## src/rtl/debug_pkg.sv

```systemverilog
// Shared definitions for the pipeline debug latch mux and its reader.
// Holds the reader FSM state type, the select-code constants (shared with the mux) and the
// ordered select table the reader walks through on every dump.
package debug_pkg;

  typedef enum logic [2:0] {
    StIdle,
    StHdr,
    StWait,
    StLoad,
    StSend,
    StNext,
    StFin
  } dbg_state_e;

  localparam int unsigned DBG_NUM_SEL = 20;
  localparam int unsigned DBG_IDX_W   = 5;

  // Fetch stage latches
  localparam logic [6:0] SelIf0  = 7'h00;
  localparam logic [6:0] SelIf1  = 7'h01;
  // Decode stage latches
  localparam logic [6:0] SelId0  = 7'h10;
  localparam logic [6:0] SelId1  = 7'h11;
  localparam logic [6:0] SelId3  = 7'h13;
  localparam logic [6:0] SelId4  = 7'h14;
  localparam logic [6:0] SelId5  = 7'h15;
  localparam logic [6:0] SelId6  = 7'h16;
  // Execute stage latches
  localparam logic [6:0] SelEx0  = 7'h20;
  localparam logic [6:0] SelEx1  = 7'h21;
  localparam logic [6:0] SelEx3  = 7'h23;
  localparam logic [6:0] SelEx4  = 7'h24;
  localparam logic [6:0] SelEx5  = 7'h25;
  // Memory stage latches
  localparam logic [6:0] SelMem0 = 7'h30;
  localparam logic [6:0] SelMem1 = 7'h31;
  localparam logic [6:0] SelMem2 = 7'h32;
  localparam logic [6:0] SelMem3 = 7'h33;
  localparam logic [6:0] SelMem4 = 7'h34;
  // Write-back stage latches
  localparam logic [6:0] SelWb0  = 7'h40;
  localparam logic [6:0] SelWb1  = 7'h41;

  // Dump order; entry 0 goes out first.
  localparam logic [6:0] DBG_SEL_TABLE [DBG_NUM_SEL] = '{
    SelIf0, SelIf1,
    SelId0, SelId1, SelId3, SelId4, SelId5, SelId6,
    SelEx0, SelEx1, SelEx3, SelEx4, SelEx5,
    SelMem0, SelMem1, SelMem2, SelMem3, SelMem4,
    SelWb0, SelWb1
  };

  // Out-of-range indices fall back to a defined code: the mux floats on undefined ones.
  function automatic logic [6:0] dbg_sel_code(input logic [DBG_IDX_W-1:0] idx);
    if (idx < DBG_IDX_W'(DBG_NUM_SEL)) begin
      return DBG_SEL_TABLE[idx];
    end
    return SelIf0;
  endfunction

endpackage

```

## src/rtl/word_serializer.sv

```systemverilog
// Splits a 32-bit word into four bytes, most significant byte first, with valid/ready flow.
// Ports:
//   clk, rst  - clock and synchronous active-high reset
//   load_i    - capture word_i and start presenting bytes (only asserted while idle)
//   word_i    - word to serialize
//   ready_i   - sink accepts the current byte this cycle
//   byte_o    - current byte (top of the shift register)
//   valid_o   - byte_o is valid; held until accepted
//   last_o    - the fourth byte of the word is being accepted this cycle
module word_serializer (
  input  logic        clk,
  input  logic        rst,
  input  logic        load_i,
  input  logic [31:0] word_i,
  input  logic        ready_i,
  output logic [7:0]  byte_o,
  output logic        valid_o,
  output logic        last_o
);

  logic [31:0] shreg_q;
  logic [1:0]  cnt_q;
  logic        valid_q;
  logic        accept;

  assign accept = valid_q & ready_i;

  always_ff @(posedge clk) begin
    if (rst) begin
      shreg_q <= '0;
      cnt_q   <= '0;
      valid_q <= 1'b0;
    end else if (load_i) begin
      shreg_q <= word_i;
      cnt_q   <= '0;
      valid_q <= 1'b1;
    end else if (accept) begin
      shreg_q <= {shreg_q[23:0], 8'h00};
      cnt_q   <= cnt_q + 2'd1;
      if (cnt_q == 2'd3) begin
        valid_q <= 1'b0;
      end
    end
  end

  assign byte_o  = shreg_q[31:24];
  assign valid_o = valid_q;
  assign last_o  = accept & (cnt_q == 2'd3);

endmodule

```

## src/rtl/debug_latch_reader.sv

```systemverilog
// Reader side of the pipeline debug latch mux. On start it walks every defined select code,
// waits for the registered mux output to settle, captures the word and streams it to the
// debug UART TX as four bytes MSB first, optionally preceded by a frame header byte.
// Ports:
//   clk, rst  - clock and synchronous active-high reset
//   start     - one-cycle dump request (ignored while busy or during the done cycle)
//   mux_data  - word returned by the latch mux
//   tx_ready  - UART TX accepts tx_data this cycle
//   mux_sel   - select code driven to the latch mux
//   tx_data   - byte to the UART TX
//   tx_valid  - tx_data valid, held stable until accepted
//   busy      - dump in progress
//   done      - one-cycle pulse after the last byte is accepted
module debug_latch_reader
  import debug_pkg::*;
#(
  parameter int unsigned SEL_LATENCY = 2,
  parameter bit          SEND_HEADER = 1'b1,
  parameter logic [7:0]  HEADER_BYTE = 8'hA5
) (
  input  logic        clk,
  input  logic        rst,
  input  logic        start,
  input  logic [31:0] mux_data,
  input  logic        tx_ready,
  output logic [6:0]  mux_sel,
  output logic [7:0]  tx_data,
  output logic        tx_valid,
  output logic        busy,
  output logic        done
);

  localparam logic [7:0]           LatLast = 8'(SEL_LATENCY - 1);
  localparam logic [DBG_IDX_W-1:0] LastIdx = DBG_IDX_W'(DBG_NUM_SEL - 1);

  dbg_state_e           state_q;
  logic [6:0]           mux_sel_q;
  logic [DBG_IDX_W-1:0] idx_q;
  logic [7:0]           lat_cnt_q;
  logic                 hdr_valid_q;
  logic                 busy_q;
  logic                 done_q;

  logic                 ser_load;
  logic [7:0]           ser_byte;
  logic                 ser_valid;
  logic                 ser_last;

  assign ser_load = (state_q == StLoad);

  word_serializer u_word_serializer (
    .clk     (clk),
    .rst     (rst),
    .load_i  (ser_load),
    .word_i  (mux_data),
    .ready_i (tx_ready),
    .byte_o  (ser_byte),
    .valid_o (ser_valid),
    .last_o  (ser_last)
  );

  // lat_cnt_q counts cycles since mux_sel last changed; HDR cycles count toward the settle
  // time, so the counter saturates there and WAIT may fall straight through.
  always_ff @(posedge clk) begin
    if (rst) begin
      state_q     <= StIdle;
      mux_sel_q   <= SelIf0;
      idx_q       <= '0;
      lat_cnt_q   <= '0;
      hdr_valid_q <= 1'b0;
      busy_q      <= 1'b0;
      done_q      <= 1'b0;
    end else begin
      done_q <= 1'b0;
      case (state_q)
        StIdle: begin
          if (start) begin
            busy_q    <= 1'b1;
            idx_q     <= '0;
            mux_sel_q <= dbg_sel_code('0);
            lat_cnt_q <= '0;
            if (SEND_HEADER) begin
              hdr_valid_q <= 1'b1;
              state_q     <= StHdr;
            end else begin
              state_q <= StWait;
            end
          end
        end
        StHdr: begin
          if (lat_cnt_q != LatLast) begin
            lat_cnt_q <= lat_cnt_q + 8'd1;
          end
          if (tx_ready) begin
            hdr_valid_q <= 1'b0;
            state_q     <= StWait;
          end
        end
        StWait: begin
          if (lat_cnt_q == LatLast) begin
            state_q <= StLoad;
          end else begin
            lat_cnt_q <= lat_cnt_q + 8'd1;
          end
        end
        StLoad: begin
          state_q <= StSend;
        end
        StSend: begin
          if (ser_last) begin
            state_q <= StNext;
          end
        end
        StNext: begin
          if (idx_q == LastIdx) begin
            busy_q  <= 1'b0;
            done_q  <= 1'b1;
            state_q <= StFin;
          end else begin
            idx_q     <= idx_q + 1'b1;
            mux_sel_q <= dbg_sel_code(idx_q + 1'b1);
            lat_cnt_q <= '0;
            state_q   <= StWait;
          end
        end
        StFin: begin
          // start is deliberately not sampled here
          state_q <= StIdle;
        end
        default: begin
          state_q <= StIdle;
        end
      endcase
    end
  end

  assign mux_sel  = mux_sel_q;
  assign busy     = busy_q;
  assign done     = done_q;
  assign tx_valid = hdr_valid_q | ser_valid;
  assign tx_data  = hdr_valid_q ? HEADER_BYTE : ser_byte;

endmodule
```

## config.mk

```make
export PLATFORM = sky130hd
export DESIGN_NAME = debug_latch_reader
export DESIGN_NICKNAME = d
export VERILOG_FILES = /design/src/rtl/debug_pkg.sv /design/src/rtl/word_serializer.sv /design/src/rtl/debug_latch_reader.sv
export SDC_FILE = /design/constraint.sdc
export NUM_CORES = 1
export LEC_CHECK = 0
export CAP_MARGIN = 15
export CORE_ASPECT_RATIO = 1.75
export CORE_MARGIN = 3
export CORE_UTILIZATION = 47
export DETAILED_ROUTE_END_ITERATION = 10
export PLACE_DENSITY = 0.74
export SLEW_MARGIN = 20
export SYNTH_ARGS = -nofsm -noshare
export SYNTH_HDL_FRONTEND = slang
export SYNTH_SLANG_ARGS = --single-unit
```

## constraint.sdc

```tcl
create_clock -name clk -period 2 [get_ports clk]
set_clock_uncertainty 0.05 [all_clocks]
set_input_delay 0.4 -clock clk [delete_from_list [all_inputs] [get_ports clk]]
set_output_delay 0.4 -clock clk [all_outputs]
set_load 0.02 [all_outputs]
```

==> results.py, run 1 <==
metrics = {
    "drt": {
        "postRouteAntennaNets": 0,
        "dr.pass1.iters": 5,
        "drc": 0,
        "wire_per_inst_um": 14.1,
        "via_per_inst": 5.58,
        "routed_wl_um": 7030,
        "vias": 2777,
        "first_iter_violations": 241,
    },
    "floorplan": {
        "io-pin-count": 54,
        "design.die.area_um2": 7340,
        "coreArea_um2": 6020,
        "initial_core_util_pct": 49.3,
        "dieHeight_um": 111,
        "rows": 37,
        "die_x_um": 66.1,
    },
    "clock_tree": {
        "cts_tree": "built",
        "numCtsBuffers": 9,
        "root_buffer": "clkbuf_8",
        "htreeDepth": 3,
        "clk_path_buf_depth": 2,
        "clock_latency_ns": 0.34,
        "clock_sinks": 60,
        "ctsHoldBuffers": 0,
        "clkTransAtPathRegs_ns": 0.07,
    },
    "synthesis": {
        "synth_ff_type": "dfxtp_1",
        "syn_area_um2": 2970,
        "synth.avg_cell_area_um2": 8.24,
        "synth_top_area_share_pct": 40.5,
        "synthTopCellsByCount": "60 x dfxtp_1, 42 x nand2_1, 42 x nor2_1",
        "synth.most_common_cell": "dfxtp_1",
        "yosysTopAreaCell": "dfxtp_1",
        "ys_seq_elements": 60,
        "synth_cell_type_count": 46,
        "synthArstFlopShare_pct": 0,
        "synth_fp_nets": 405,
        "synth-edff-count": 0,
        "ys_seq_area_share_pct": 40.5,
        "synthCells": 360,
        "synth-warning-count": 0,
        "synth_area_leaders": "dfxtp_1 40%, a311oi_1 7.4%, nand3_1 6.7%",
    },
    "grt": {
        "grt_pass1_vias": 2732,
        "antenna_found_initial": 0,
        "grt_overflow_total": 0,
        "grt_util_all_layers_pct": 20.6,
        "grt_max_degree": 58,
        "grt_pass1_wl_um": 12100,
    },
    "placement": {
        "dpl_cell_area_um2": 3610,
        "dp_cells": 482,
        "detailed_place_hpwl_um": 4950,
        "place_congestion": 0.831,
        "port_buffers": 52,
    },
    "timing": {
        "setup_tns_ns": 0,
        "worstMarginPinSlew_ns": 0.547,
        "rsz0062_at_grt": "false",
        "setup_viol": 0,
        "min_period_ns": 1.88,
        "maxSlewViolCount": 0,
        "hold_slack_ns": 0.418,
        "fmax_ghz": 0.533,
        "finalHoldViolCount": 0,
        "timing.final.crit_share_pct": 93.8,
        "slew_headroom_pct": 63.3,
    },
    "critical_path": {
        "critical_path.cell_chain": "nor2b_1 -> clkdlybuf4s50_1",
        "end_kind": "output port",
        "worstPathRequired_ns": 1.55,
        "start_kind": "flip-flop",
        "slowest_stage": "clkdlybuf4s50_1",
        "crit_type": "reg -> out",
        "slowest_delay_ns": 0.60,
        "crit_fanout": 10,
        "worstPathArrival_ns": 1.43,
    },
    "outcome": {
        "status": "finished clean",
    },
    "worst_hold_path": {
        "min_path_type": "reg -> reg",
    },
    "layout": {
        "finalInstanceArea_um2": 3870,
        "fin_nets": 460,
        "synthToLayoutAreaGrowth_pct": 30.4,
        "n_antenna_cell": 0,
        "utilization_pct": 64.3,
        "stdcell_count": 498,
        "drive_above_1_share_pct": 13.1,
        "fillerInstances": 512,
    },
    "pwr": {
        "p_leak_nw": 1.38,
        "vdd_drop_max_mv": 0.581,
        "powerDensity_nw_per_um2": 762,
    },
    "job": {
        "cap_viol_max_count": 0,
    },
}
==> final cells by class <==
type / instances / area [um^2] / area share, %
clock buffers: 10 / 138 / 3.56
clock inverters: 6 / 111 / 2.88
inverters: 7 / 26.3 / 0.679
multi-input cells: 266 / 1620 / 42.0
flip-flops and latches: 60 / 1200 / 31.1
well taps: 78 / 97.6 / 2.52
repair buffers: 71 / 669 / 17.3
==> power breakdown <==
part / internal (mW) / switching, mW / leakage [nW]
Combinational: 0.173 / 0.161 / 0.777
Clock: 0.861 / 0.493 / 0.122
Sequential: 1.22 / 0.0330 / 0.485
Total: 2.26 / 0.687 / 1.38
==> kinds of logic after synthesis <==
logic type	count (synthesis)	synth area share, %
AND/OR/NAND/NOR	173	28.9
multiplexers	2	0.675
other	1	0.126
buffers and inverters	34	5.23
flip-flops	60	40.5
AO/OA/AOI/OAI	73	18.4
XOR/XNOR	8	2.36
adder cells (fa/ha/maj)	9	3.80
==> final timing paths <==
kind                                               start                       to  slack [ns]  depth (start not counted)
worst max-delay path            hdr_valid_q$_SDFFE_PP0P_               tx_data[3]        0.12                          2
worst max register to register     idx_q[0]$_SDFFE_PP0P_  mux_sel[2]$_SDFFE_PP0P_        0.16                          6
worst min-delay path             mux_sel[4]$_SDFFE_PP0P_  mux_sel[4]$_SDFFE_PP0P_        0.42                          1
worst min register to register   mux_sel[4]$_SDFFE_PP0P_  mux_sel[4]$_SDFFE_PP0P_        0.42                          1
==> metrics by stage <==
| stage | setup slack, ns | power (mW) |
|---|---|---|
| after detailed placement | 0.0448 | 1.63 |
| after CTS | 0.0162 | 2.98 |
| after global routing | 0.0214 | 3.07 |
| after global placement | 0.0855 | 1.63 |
| after floorplan | 0.153 | 1.46 |
| final | 0.123 | 2.95 |
==> flip-flops by register name, summed over array words and instances (netlist names) <==
| name | flops |
|---|---|
| u_word_serializer.cnt_q | 2 |
| busy | 1 |
| hdr_valid_q | 1 |
| mux_sel | 6 |
| u_word_serializer.valid_o | 1 |
| idx_q | 5 |
| done | 1 |
| u_word_serializer.shreg_q | 32 |
| lat_cnt_q | 8 |
| state_q | 3 |
==> repair_timing <==
item / in CTS / in global routing
pin swaps: 0 / 1
cloned: 0 / 0
setup buffers: 0 / 0
setup endpoints to repair: 5 / 4
resized for setup: 6 / 3
==> placed cells by master, fill, tap and decap left out, types with 8 or more instances in the layout <==
cell              n
clkbuf_8         10
nor2_1           42
a311oi_1         25
a21oi_1          23
buf_4            18
dfxtp_1          59
clkdlybuf4s50_1  47
o21ai_0           8
nand2_1          42
nand3_1          40
nor3_1           14
==> routing by layer <==
metal  vias up  share of wire, %  GRT usage, %
li1       1395                 -             -
met1      1280                40          23.5
met2        86                52          34.8
met4         0               3.2          9.91
met5         -                 0             0
met3        16               5.2          5.27
==> critical path, delay by kind of cell, from the launching register on <==
kind                   cells  cell delay (ns)
DFF                        1             0.37
buffers and inverters      1             0.60
and+or+nand+nor            1             0.12
(Power assumes the default switching activity.)
==> run 2: changes to the inputs <==
CORE_MARGIN = 2   (was 3)
CTS_CLUSTER_SIZE = 30   (was default)
==> run 2 against run 1 <==
Design area fell by 0.39%. Critical path depth unchanged. Clock power decreased by 11%. Routed wire length increased by 2.3%. Sequential share of layout area grew 0.12 points. Final cell count increased by 0.40%. Largest power group is now registers. Global-route usage rose by 0.98 points. Worst setup slack worse by 0.013 ns. Maximum frequency decreased by 0.70%. Utilization is 1.5 points lower. First-iteration DRC count decreased by 6.2%.
==> results.py, run 2 (synthesis results as in run 1) <==
metrics = {
    "grt": {
        "antenna_found_initial": 0,
        "grt_pass1_vias": 2644,
        "top_usage_layer": "met2",
        "grt_pass1_wl_um": 11900,
        "grt_use_met3_pct": 4.54,
        "met1_usage_pct": 23.3,
        "grtUsageMet2_pct": 39.4,
        "grt_overflow_total": 0,
        "grt_max_degree": 58,
        "grt_util_all_layers_pct": 21.6,
    },
    "placement": {
        "port_buffers": 52,
        "place_congestion": 0.874,
        "detailed_place_hpwl_um": 5040,
        "dp_cells": 484,
        "dpl_cell_area_um2": 3640,
    },
    "clock_tree": {
        "clk_path_buf_depth": 2,
        "cts_tree": "built",
        "clock_latency_ns": 0.34,
        "numCtsBuffers": 9,
        "postCtsSetupRepairBufs": 0,
        "clock_sinks": 60,
        "htreeDepth": 3,
        "ctsHoldBuffers": 0,
        "root_buffer": "clkbuf_8",
        "clkTransAtPathRegs_ns": 0.07,
    },
    "floorplan": {
        "initial_core_util_pct": 48.4,
        "rows": 38,
        "design.die.area_um2": 6990,
        "io-pin-count": 54,
        "dieHeight_um": 109,
        "die_x_um": 64.1,
        "coreArea_um2": 6130,
    },
    "pwr": {
        "power.switching_uw": 665,
        "swShare_pct": 23.9,
        "power_frac_comb_pct": 11.7,
        "p_leak_nw": 1.39,
        "p_clk_share_pct": 43.1,
        "internal-power_mw": 2.12,
        "vdd_drop_max_mv": 0.457,
        "power_frac_seq_pct": 45.3,
        "powerDensity_nw_per_um2": 723,
    },
    "layout": {
        "largest_reg_flops": 32,
        "synthToLayoutAreaGrowth_pct": 29.9,
        "stdcell_count": 500,
        "n_antenna_cell": 0,
        "final_common_cell": "dfxtp_1",
        "finalInstanceArea_um2": 3850,
        "largest_register": "u_word_serializer.shreg_q",
        "fin_nets": 460,
        "utilization_pct": 62.8,
        "layout_common_cells": "59 x dfxtp_1, 47 x clkdlybuf4s50_1, 42 x nand2_1, 42 x nor2_1, 40 x nand3_1",
        "drive_above_1_share_pct": 12.4,
    },
    "drt": {
        "first_iter_violations": 226,
        "vias": 2764,
        "dr.pass1.iters": 4,
        "wire_per_inst_um": 14.4,
        "routed_wl_um": 7190,
        "via_per_inst": 5.53,
        "drc": 0,
        "postRouteAntennaNets": 0,
    },
    "critical_path": {
        "crit_type": "reg -> out",
        "end_kind": "output port",
        "r2r_cells": 6,
        "start_kind": "flip-flop",
        "ff2ff_setup_slack_ns": 0.18,
        "rr_endpoint": "mux_sel[0]$_SDFFE_PP0P_",
        "r2r_start": "idx_q[0]$_SDFFE_PP0P_",
        "crit_fanout": 10,
        "worstPathArrival_ns": 1.44,
        "worstPathRequired_ns": 1.55,
    },
    "timing": {
        "setup_tns_ns": 0,
        "timing.final.crit_share_pct": 94.5,
        "worstMarginPinSlew_ns": 0.590,
        "fmax_ghz": 0.529,
        "maxSlewViolCount": 0,
        "finalHoldViolCount": 0,
        "setup_viol": 0,
        "min_period_ns": 1.89,
        "slew_headroom_pct": 60.4,
    },
    "worst_hold_path": {
        "holdPathStages": 2,
        "hold_end": "u_word_serializer.shreg_q[1]$_SDFFE_PP0P_",
        "min_path_type": "reg -> reg",
        "hold_start": "u_word_serializer.shreg_q[1]$_SDFFE_PP0P_",
    },
    "outcome": {
        "status": "finished clean",
    },
    "job": {
        "cap_viol_max_count": 0,
    },
}
-- run 2: changes by cell type in the layout (fill, tap and decap cells not counted), sizes merged --
cell      change
bufinv        -1
clkbuf        +1
clkinv        +1
clkinvlp      -1
-- run 2: layout make-up --
class,count,area (um^2)
Clock buffer,11,141
Clock inverter,5,75.1
Fill cell,539,2280
Inverter,7,26.3
Multi-Input combinational cell,266,1610
Sequential cell,60,1200
Tap cell,80,100
Timing Repair Buffer,71,694
-- run 2: worst max-delay path, stage by stage (launching register included) --
cell and delay, ns:
dfxtp_2 0.38, nor2b_1 0.12, clkdlybuf4s50_1 0.60
-- run 2: how the worst max path moves through the flow --
stage	slack, ns	to	cells past startpoint	start
2_1_floorplan	0.15	mux_sel[0]$_SDFFE_PP0P_	6	idx_q[0]$_SDFFE_PP0P_
3_3_place_gp	0.002	lat_cnt_q[2]$_SDFFE_PP0P_	6	start
3_5_place_dp	-0.02	lat_cnt_q[2]$_SDFFE_PP0P_	6	start
4_1_cts	0.08	tx_data[1]	2	hdr_valid_q$_SDFFE_PP0P_
5_1_grt	-0.01	mux_sel[0]$_SDFFE_PP0P_	6	idx_q[0]$_SDFFE_PP0P_
6_report	0.11	tx_data[1]	2	hdr_valid_q$_SDFFE_PP0P_
-- run 2: stage by stage --
step	worst slack, ns	hold slack (ns)	power, mW
detailed placement	-0.0158	0.404	1.62
finish	0.110	0.419	2.78
global placement	0.00212	0.402	1.61
floorplan	0.153	0.398	1.46
CTS	0.0792	0.422	2.81
global route	-0.0121	0.442	2.89
-- run 2: per-layer routing --
metal / vias to the layer above / wire length, um
li1: 1398 / -
met1: 1294 / 2880
met2: 60 / 3810
met3: 12 / 314
met4: 0 / 180
met5: - / 0
-- run 2: timing repair --
item                                    in CTS  in global routing
gates cloned                                 0                  0
gates resized for setup                      6                  1
endpoints found under the setup margin       5                  1
pin swaps                                    0                  0
-- run 2: power groups by stage --
stage	logic, mW	clock network [mW]	registers [mW]
2_1_floorplan	0.185	0	1.27
3_3_place_gp	0.329	0	1.29
3_5_place_dp	0.334	0	1.29
4_1_cts	0.327	1.22	1.26
5_1_grt	0.350	1.28	1.26
6_report	0.325	1.20	1.26
